===== src/rtl/display_timing_gen.sv =====
// ---------------------------------------------------------------------------
// display_timing_gen
//
// Purpose:
//   Raster timing generator for a pixel-clocked display. It walks a pixel
//   position (sx, sy) over a frame of H_TOTAL x V_TOTAL positions. It also
//   produces the sync pulses, a data-enable for the visible area, one-cycle
//   line/frame strobes and a running count of completed frames.
//
// Ports:
//   clk_pix      in   1       pixel clock (the only clock)
//   rst_pix      in   1       synchronous active-high reset
//   en           in   1       pixel advance enable (clock enable)
//   sx           out  CORDW   horizontal position
//   sy           out  CORDW   vertical position
//   hsync        out  1       horizontal sync, asserted level = H_POL
//   vsync        out  1       vertical sync, asserted level = V_POL
//   de           out  1       data enable, high in the active region only
//   line         out  1       strobe on the cycle sx first shows 0 after a wrap
//   frame        out  1       strobe on the cycle (0,0) first shows after a wrap
//   frame_count  out  FRAMEW  completed frames, wraps modulo 2^FRAMEW
//
// Every output is a flop. hsync/vsync/de are computed from the *next*
// position and registered with it, so they line up with sx/sy in the same
// cycle and have no combinational path from en or rst_pix.
// ---------------------------------------------------------------------------
module display_timing_gen #(
    parameter int CORDW    = 10,
    parameter int FRAMEW   = 16,
    parameter int H_ACTIVE = 640,
    parameter int H_FP     = 16,
    parameter int H_SYNC   = 96,
    parameter int H_BP     = 48,
    parameter int V_ACTIVE = 480,
    parameter int V_FP     = 11,
    parameter int V_SYNC   = 2,
    parameter int V_BP     = 31,
    parameter int H_POL    = 0,
    parameter int V_POL    = 0
) (
    input  logic              clk_pix,
    input  logic              rst_pix,
    input  logic              en,
    output logic [CORDW-1:0]  sx,
    output logic [CORDW-1:0]  sy,
    output logic              hsync,
    output logic              vsync,
    output logic              de,
    output logic              line,
    output logic              frame,
    output logic [FRAMEW-1:0] frame_count
);

    localparam int     H_TOTAL    = H_ACTIVE + H_FP + H_SYNC + H_BP;
    localparam int     V_TOTAL    = V_ACTIVE + V_FP + V_SYNC + V_BP;
    localparam longint CORD_LIMIT = 64'd1 << CORDW;

    // Reject geometries that cannot be represented or are degenerate.
    if (longint'(H_TOTAL) > CORD_LIMIT || longint'(V_TOTAL) > CORD_LIMIT) begin : g_bad_total
        $error("display_timing_gen: H_TOTAL/V_TOTAL exceed 2^CORDW");
    end
    if (H_ACTIVE == 0 || H_FP == 0 || H_SYNC == 0 || H_BP == 0 ||
        V_ACTIVE == 0 || V_FP == 0 || V_SYNC == 0 || V_BP == 0) begin : g_bad_length
        $error("display_timing_gen: every timing length must be non-zero");
    end

    // All boundaries are strictly below H_TOTAL/V_TOTAL (every porch is at
    // least 1), so they always fit in CORDW bits without overflow.
    localparam logic [CORDW-1:0] H_MAX     = CORDW'(H_TOTAL - 1);
    localparam logic [CORDW-1:0] V_MAX     = CORDW'(V_TOTAL - 1);
    localparam logic [CORDW-1:0] H_ACT_END = CORDW'(H_ACTIVE);
    localparam logic [CORDW-1:0] V_ACT_END = CORDW'(V_ACTIVE);
    localparam logic [CORDW-1:0] HS_START  = CORDW'(H_ACTIVE + H_FP);
    localparam logic [CORDW-1:0] HS_END    = CORDW'(H_ACTIVE + H_FP + H_SYNC);
    localparam logic [CORDW-1:0] VS_START  = CORDW'(V_ACTIVE + V_FP);
    localparam logic [CORDW-1:0] VS_END    = CORDW'(V_ACTIVE + V_FP + V_SYNC);

    localparam logic HS_ON = (H_POL != 0) ? 1'b1 : 1'b0;
    localparam logic VS_ON = (V_POL != 0) ? 1'b1 : 1'b0;

    // Half-open window test lo <= v < hi, unsigned.
    function automatic logic in_window(
        input logic [CORDW-1:0] v,
        input logic [CORDW-1:0] lo,
        input logic [CORDW-1:0] hi
    );
        return (v >= lo) && (v < hi);
    endfunction

    logic [CORDW-1:0]  r_sx;
    logic [CORDW-1:0]  r_sy;
    logic              r_hsync;
    logic              r_vsync;
    logic              r_de;
    logic              r_line;
    logic              r_frame;
    logic [FRAMEW-1:0] r_frame_count;

    logic [CORDW-1:0]  w_sx_next;
    logic [CORDW-1:0]  w_sy_next;
    logic              w_line_next;
    logic              w_frame_next;
    logic              w_hsync_next;
    logic              w_vsync_next;
    logic              w_de_next;

    // Next raster position and wrap strobes for the coming edge.
    always_comb begin
        w_sx_next    = r_sx;
        w_sy_next    = r_sy;
        w_line_next  = 1'b0;
        w_frame_next = 1'b0;
        if (en) begin
            if (r_sx == H_MAX) begin
                w_sx_next   = {CORDW{1'b0}};
                w_line_next = 1'b1;
                if (r_sy == V_MAX) begin
                    w_sy_next    = {CORDW{1'b0}};
                    w_frame_next = 1'b1;
                end else begin
                    w_sy_next = r_sy + CORDW'(1);
                end
            end else begin
                w_sx_next = r_sx + CORDW'(1);
            end
        end else begin
            w_sx_next = r_sx;
            w_sy_next = r_sy;
        end
    end

    // Sync and data-enable levels decoded from the next position so they are
    // registered alongside it.
    always_comb begin
        w_hsync_next = in_window(w_sx_next, HS_START, HS_END) ? HS_ON : ~HS_ON;
        w_vsync_next = in_window(w_sy_next, VS_START, VS_END) ? VS_ON : ~VS_ON;
        w_de_next    = (w_sx_next < H_ACT_END) && (w_sy_next < V_ACT_END);
    end

    // Output registers; reset wins over any enable activity in the same cycle.
    always_ff @(posedge clk_pix) begin
        if (rst_pix) begin
            r_sx          <= {CORDW{1'b0}};
            r_sy          <= {CORDW{1'b0}};
            r_hsync       <= ~HS_ON;
            r_vsync       <= ~VS_ON;
            r_de          <= 1'b1;
            r_line        <= 1'b0;
            r_frame       <= 1'b0;
            r_frame_count <= {FRAMEW{1'b0}};
        end else begin
            r_sx    <= w_sx_next;
            r_sy    <= w_sy_next;
            r_hsync <= w_hsync_next;
            r_vsync <= w_vsync_next;
            r_de    <= w_de_next;
            r_line  <= w_line_next;
            r_frame <= w_frame_next;
            if (w_frame_next) begin
                r_frame_count <= r_frame_count + FRAMEW'(1);
            end else begin
                r_frame_count <= r_frame_count;
            end
        end
    end

    assign sx          = r_sx;
    assign sy          = r_sy;
    assign hsync       = r_hsync;
    assign vsync       = r_vsync;
    assign de          = r_de;
    assign line        = r_line;
    assign frame       = r_frame;
    assign frame_count = r_frame_count;

endmodule


===== config.mk =====
export PLATFORM = sky130hd
export DESIGN_NAME = display_timing_gen
export DESIGN_NICKNAME = d
export VERILOG_FILES = /design/src/rtl/display_timing_gen.sv
export SDC_FILE = /design/constraint.sdc
export NUM_CORES = 1
export LEC_CHECK = 0
export BUFFER_PORTS_ARGS = -buffer_cell sky130_fd_sc_hd__clkbuf_2
export CAP_MARGIN = 30
export CORE_ASPECT_RATIO = 1.2
export CORE_MARGIN = 3
export CORE_UTILIZATION = 45
export DETAILED_ROUTE_END_ITERATION = 16
export PLACE_DENSITY = 0.74
export SLEW_MARGIN = 20
export SYNTH_ARGS = -nofsm -noshare
export SYNTH_HDL_FRONTEND = slang
export SYNTH_SLANG_ARGS = --single-unit
export TNS_END_PERCENT = 5

===== constraint.sdc =====
create_clock -name clk_pix -period 3.9 [get_ports clk_pix]
set_clock_uncertainty 0.15 [all_clocks]
set_input_delay 0.195 -clock clk_pix [delete_from_list [all_inputs] [get_ports clk_pix]]
set_output_delay 0.195 -clock clk_pix [all_outputs]
set_load 0.005 [all_outputs]

Word-level counts from Yosys, hierarchy flattened
Index checks and enable logic that the tools add are counted.

word-level totals
  register bits = 41
  input port bits = 3
  output and inout bits = 41
  word-level logic and storage cells = 35

cells by class
  $add $sub $neg = 3
  magnitude comparators = 6
  equal/unequal tests = 2
  multiplexer cells = 11
  bitwise logic cells = 1
  reductions and logical operators = 4

operators with widths
  operator                                                            number
  two-way mux 10 bit                                                  5
  adder 10 x 1 -> 10 bit, second input constant                       2
  equality test 10 bit, second input constant                         2
  < comparator 10 bit, second input constant                          2
  < comparator 10 x 9 -> 1 bit, second input constant                 2
  adder 16 x 1 -> 16 bit, second input constant                       1
  greater-or-equal comparator 10 bit, second input constant           1
  greater-or-equal comparator 10 x 9 -> 1 bit, second input constant  1
  two-way mux 1 bit                                                   6
  logical AND 1 bit                                                   3
  OR reduction 2 bit                                                  1
  NOT 1 bit                                                           1

Longest topological paths before layout
  depth in word-level cells = 7
  mapped depth = 8
  depth with buffers taken out = 7

Worst setup path before layout
Ideal clock, no wire load.

  kind = register to register
  start point = register r_sy[1], in the netlist sy[1]
  end point = register r_frame_count[10], in the netlist frame_count[10]
  setup time = 0.128 ns
  arrival = 1.793 ns
  required time = 3.622 ns
  path slack = 1.829 ns
  cell stages (with the launch flop) = 8
  buffers on the path = 0
  clock period less this slack = 2.071 ns
  path through = dfxtp_1 > ha_1 > nor4bb_1 > nand4b_1 > nor3_2 > nand4_1 > xor2_1 > nor2_1

between the ends
  longest elaborated chain between the ends = 4

RTL lines
  element                 line  text
  from (decl)             91    logic [CORDW-1:0] r_sy;
  from (signal assigned)  144   r_sy <= {CORDW{1'b0}};
  from (signal assigned)  153   r_sy <= w_sy_next;
  equality test 10 bit    117   if (r_sy == V_MAX) begin
  two-way mux 1 bit       117
  two-way mux 1 bit       114   if (r_sx == H_MAX) begin
  two-way mux 1 bit       113   if (en) begin
  to (signal assigned)    150   r_frame_count <= {FRAMEW{1'b0}};
  to (signal assigned)    160   r_frame_count <= r_frame_count + FRAMEW'(1);
  to (signal assigned)    162   r_frame_count <= r_frame_count;
  to (decl)               97    logic [FRAMEW-1:0] r_frame_count;

Every way passes these cells.
A chain may end at the register's enable or synchronous reset.

Worst setup path in the final report
  start point = register r_sx[8], in the netlist sx[8]
  end point = register r_vsync, in the netlist vsync

between the ends
  longest elaborated chain between the ends = 6
  elaborated cells between the ends (all ways) = 7
  those cells by class = 2 x order compare; 1 x eq/ne; 3 x mux; 1 x reduce/logical

RTL lines
  element                                                                                             line  text
  from (decl)                                                                                         90    logic [CORDW-1:0] r_sx;
  from (signal assigned)                                                                              143   r_sx <= {CORDW{1'b0}};
  from (signal assigned)                                                                              152   r_sx <= w_sx_next;
  equality test 10 bit *                                                                              114
  two-way mux 10 bit *                                                                                114
  two-way mux 10 bit *                                                                                113
  greater-or-equal comparator 10 x 9 -> 1 bit / < comparator 10 x 9 -> 1 bit (equally long branches)  87    return (v >= lo) && (v < hi);
  logical AND 1 bit *                                                                                 87
  two-way mux 1 bit *                                                                                 136   w_vsync_next = in_window(w_sy_next, VS_START, VS_END) ? VS_ON : ~VS_ON;
  to (signal assigned)                                                                                146   r_vsync <= ~VS_ON;
  to (signal assigned)                                                                                155   r_vsync <= w_vsync_next;
  to (decl)                                                                                           93    logic r_vsync;

Every way passes the cells marked *; elsewhere a longest branch is shown, timed or not.

==> results.toml <==
[route]
ant_nets = 0
drt-initial-drc-count = 95
routedWlPerCell_um = 13.3
viasPerCell = 5.40
wl_um = 4540
dr.pass1.iters = 4
drc = 0
vias = 1841

[global_routing]
first_global_vias = 1576
overflow = 0
grt_pass1_wl_um = 7290
grtUsageTotal_pct = 16.9
grt_max_degree = 27
antenna_found_initial = 0

[die]
row_count = 26
core_sq_um = 4420
dieHeight_um = 81.4
ioPinCount = 44
floorplan.die_area_sq_um = 5600
initial_core_util_pct = 48.2
die_width_um = 68.8

[sta]
whs_ns = 0.113
worst_slack_ns = 1.49
rsz0062_at_grt = "no"
relSlewSlack_pct = 61.8
finalSetupViolations = 0
period_share_pct = 61.9
slew_viol_final = 0
period_needed_ns = 2.41
hold_viol = 0
tightest_slew_ns = 0.567
fmax_ghz = 0.414
setup_tns_ns = 0

[clock_tree]
cts_sinks = 41
postCtsSetupBuffers = 0
root_buffer = "clkbuf_8"
cts_tree = "yes"
cts_buffers = 5
htreeDepth = 2
path_clk_slew_ns = 0.08
post_cts_resized = 0
cts_hold_buffers = 0
worst_skew_pair.late_latency_ns = 0.29
clock_path_buffers = 2

[logic_synthesis]
seq_area_frac_synth_pct = 38.5
netlist_instances = 246
syn-mean-instance-area_sq_um = 8.67
syn_nets = 252
synth-seq-cells = 41
synthesis.area_sq_um = 2130
yosysUniqueCellTypes = 47
yosysWarnings = 0

[setup_path]
rr_startpoint = "sx[8]$_SDFF_PP0_"
startpoint_type = "flip-flop"
worst_ep_arrival_time_ns = 2.43
path_delay_family = "simple AND/OR/NAND/NOR gates"
r2r_end = "vsync$_SDFF_PP1_"
worst-r2r-cell-count = 5
critPathKind = "flip-flop to flip-flop"
cp.required_ns = 3.92
endpoint_kind = "flip-flop"
crit_slowest_cell = "dfxtp_1"
crit_buf_inv = 0
ff2ff_setup_slack_ns = 1.49
cp_max_fo = 14
crit_chain = "nor4b_4 > nand4_2 > o31a_1 > nor4b_2 > nand4b_1"
cpPeakStageDelay_ns = 0.48

[outcome]
outcome = "finished, final reports clean"

[cells_and_area]
layout_commonest_cell = "clkbuf_2"
drive_gt1_share_pct = 23.9
area_delta_synth_final_pct = 15.2
num_antenna_cells = 0
final_cell_mix = "43 x clkbuf_2, 41 x dfxtp_1, 39 x nor2_1"
nFillCells = 437
final_nets = 290

[power]
leakage_nw = 0.966
totalPowerFinal_mw = 0.803
ir_drop_mv = 0.218
pwr_density_cell_nw_per_um2 = 327

[min_path]
hold_class = "input pin to flip-flop"
min-delay-start = "en"
whs_endpoint = "sx[0]$_SDFF_PP0_"
hold_depth = 3

[flow_run]
max_cap_viol_count = 0

[placement]
dp_hpwl_um = 3340
io_buffer_count = 43
preCtsSetupSlack_ns = 1.48
gp_congestion = 0.833
logic make-up after synthesis:
group | after synthesis | share of synthesized area (%)
xor gates and xnor gates | 28 | 11.5
DFF | 41 | 38.5
AOI/OAI and AO/OA | 35 | 10.7
muxes | 1 | 0.470
and+or+nand+nor | 118 | 31.8
buffers and inverters | 20 | 5.22
adders and majority gates | 3 | 1.76
worst max-delay path by stage:
| stage | start | to | slack (ns) | cells after the start |
|---|---|---|---|---|
| floorplan | sy[1]$_SDFF_PP0_ | frame_count[10]$_SDFFE_PP0P_ | 1.83 | 7 |
| global placement | sx[5]$_SDFF_PP0_ | vsync$_SDFF_PP1_ | 1.50 | 5 |
| detailed placement | sx[8]$_SDFF_PP0_ | vsync$_SDFF_PP1_ | 1.48 | 5 |
| CTS | sx[8]$_SDFF_PP0_ | vsync$_SDFF_PP1_ | 1.46 | 5 |
| global route | sy[0]$_SDFF_PP0_ | frame_count[14]$_SDFFE_PP0P_ | 1.23 | 7 |
| finish | sx[8]$_SDFF_PP0_ | vsync$_SDFF_PP1_ | 1.49 | 5 |
flip-flops by register name (all words and copies together) (netlist names):
name,count
sx,10
vsync,1
frame,1
frame_count,16
sy,10
de,1
line,1
hsync,1
report_power, final:
| part | leakage, nW | internal (mW) | switching (mW) |
|---|---|---|---|
| Sequential | 0.331 | 0.420 | 0.00398 |
| Combinational | 0.578 | 0.00553 | 0.0114 |
| Clock | 0.0574 | 0.208 | 0.153 |
worst register-to-register path, stage by stage, from the launching register on:
cell and delay [ns]:
dfxtp_1 0.48, nor4b_4 0.31, nand4_2 0.38, o31a_1 0.44, nor4b_2 0.40, nand4b_1 0.13
through the flow:
| step | cells | utilization, % | instance area (sq um) |
|---|---|---|---|
| detailed placement | 333 | 52.8 | 2340 |
| floorplan | 246 | - | 2130 |
| finish | 341 | 55.5 | 2460 |
| CTS | 341 | 55.5 | 2460 |
| global placement | 333 | 52.8 | 2340 |
| global route | 341 | 55.5 | 2460 |
synthesized netlist by cell type, drive strengths merged:
master	instances	area, sq um
a211oi	1	12.5
a21oi	14	70.1
a311oi	2	23.8
a31oi	1	6.26
a41oi	2	17.5
and2	1	7.51
and2b	1	8.76
and3	11	72.6
and4	2	22.5
and4bb	1	12.5
buf	6	46.3
clkbuf	6	35.0
dfxtp	41	821
ha	3	37.5
inv	8	30.0
mux2i	1	10.0
nand2	20	75.1
nand2b	1	6.26
nand3	7	35.0
nand3b	2	15.0
nand4	11	105
nand4b	2	17.5
nor2	39	146
nor3	10	55.1
nor4	1	12.5
nor4b	2	38.8
nor4bb	1	10.0
o2111ai	1	8.76
o211ai	2	15.0
o21ai	8	40.0
o311ai	2	17.5
o31a	1	8.76
o32ai	1	8.76
or3	6	37.5
xnor2	14	123
xor2	14	123
area by class of cell:
type	instances	area, sq um	share of cell area (%)
Clock buffer	6	82.6	3.36
Clock inverter	2	37.5	1.53
Inverter	8	30.0	1.22
Multi-Input combinational cell	185	1200	48.9
Sequential cell	41	821	33.4
Tap cell	56	70.1	2.85
Timing Repair Buffer	43	215	8.76
metal layers:
layer | GRT usage (%) | wire (um) | part of all wire (%) | vias up
li1 | - | - | - | 943
met1 | 21.6 | 2070 | 46 | 844
met2 | 28.0 | 2180 | 48 | 49
met3 | 4.29 | 238 | 5.2 | 5
met4 | 4.68 | 53 | 1.2 | 0
met5 | 0 | 0 | 0 | -
Power figures use the tool's default switching activity.
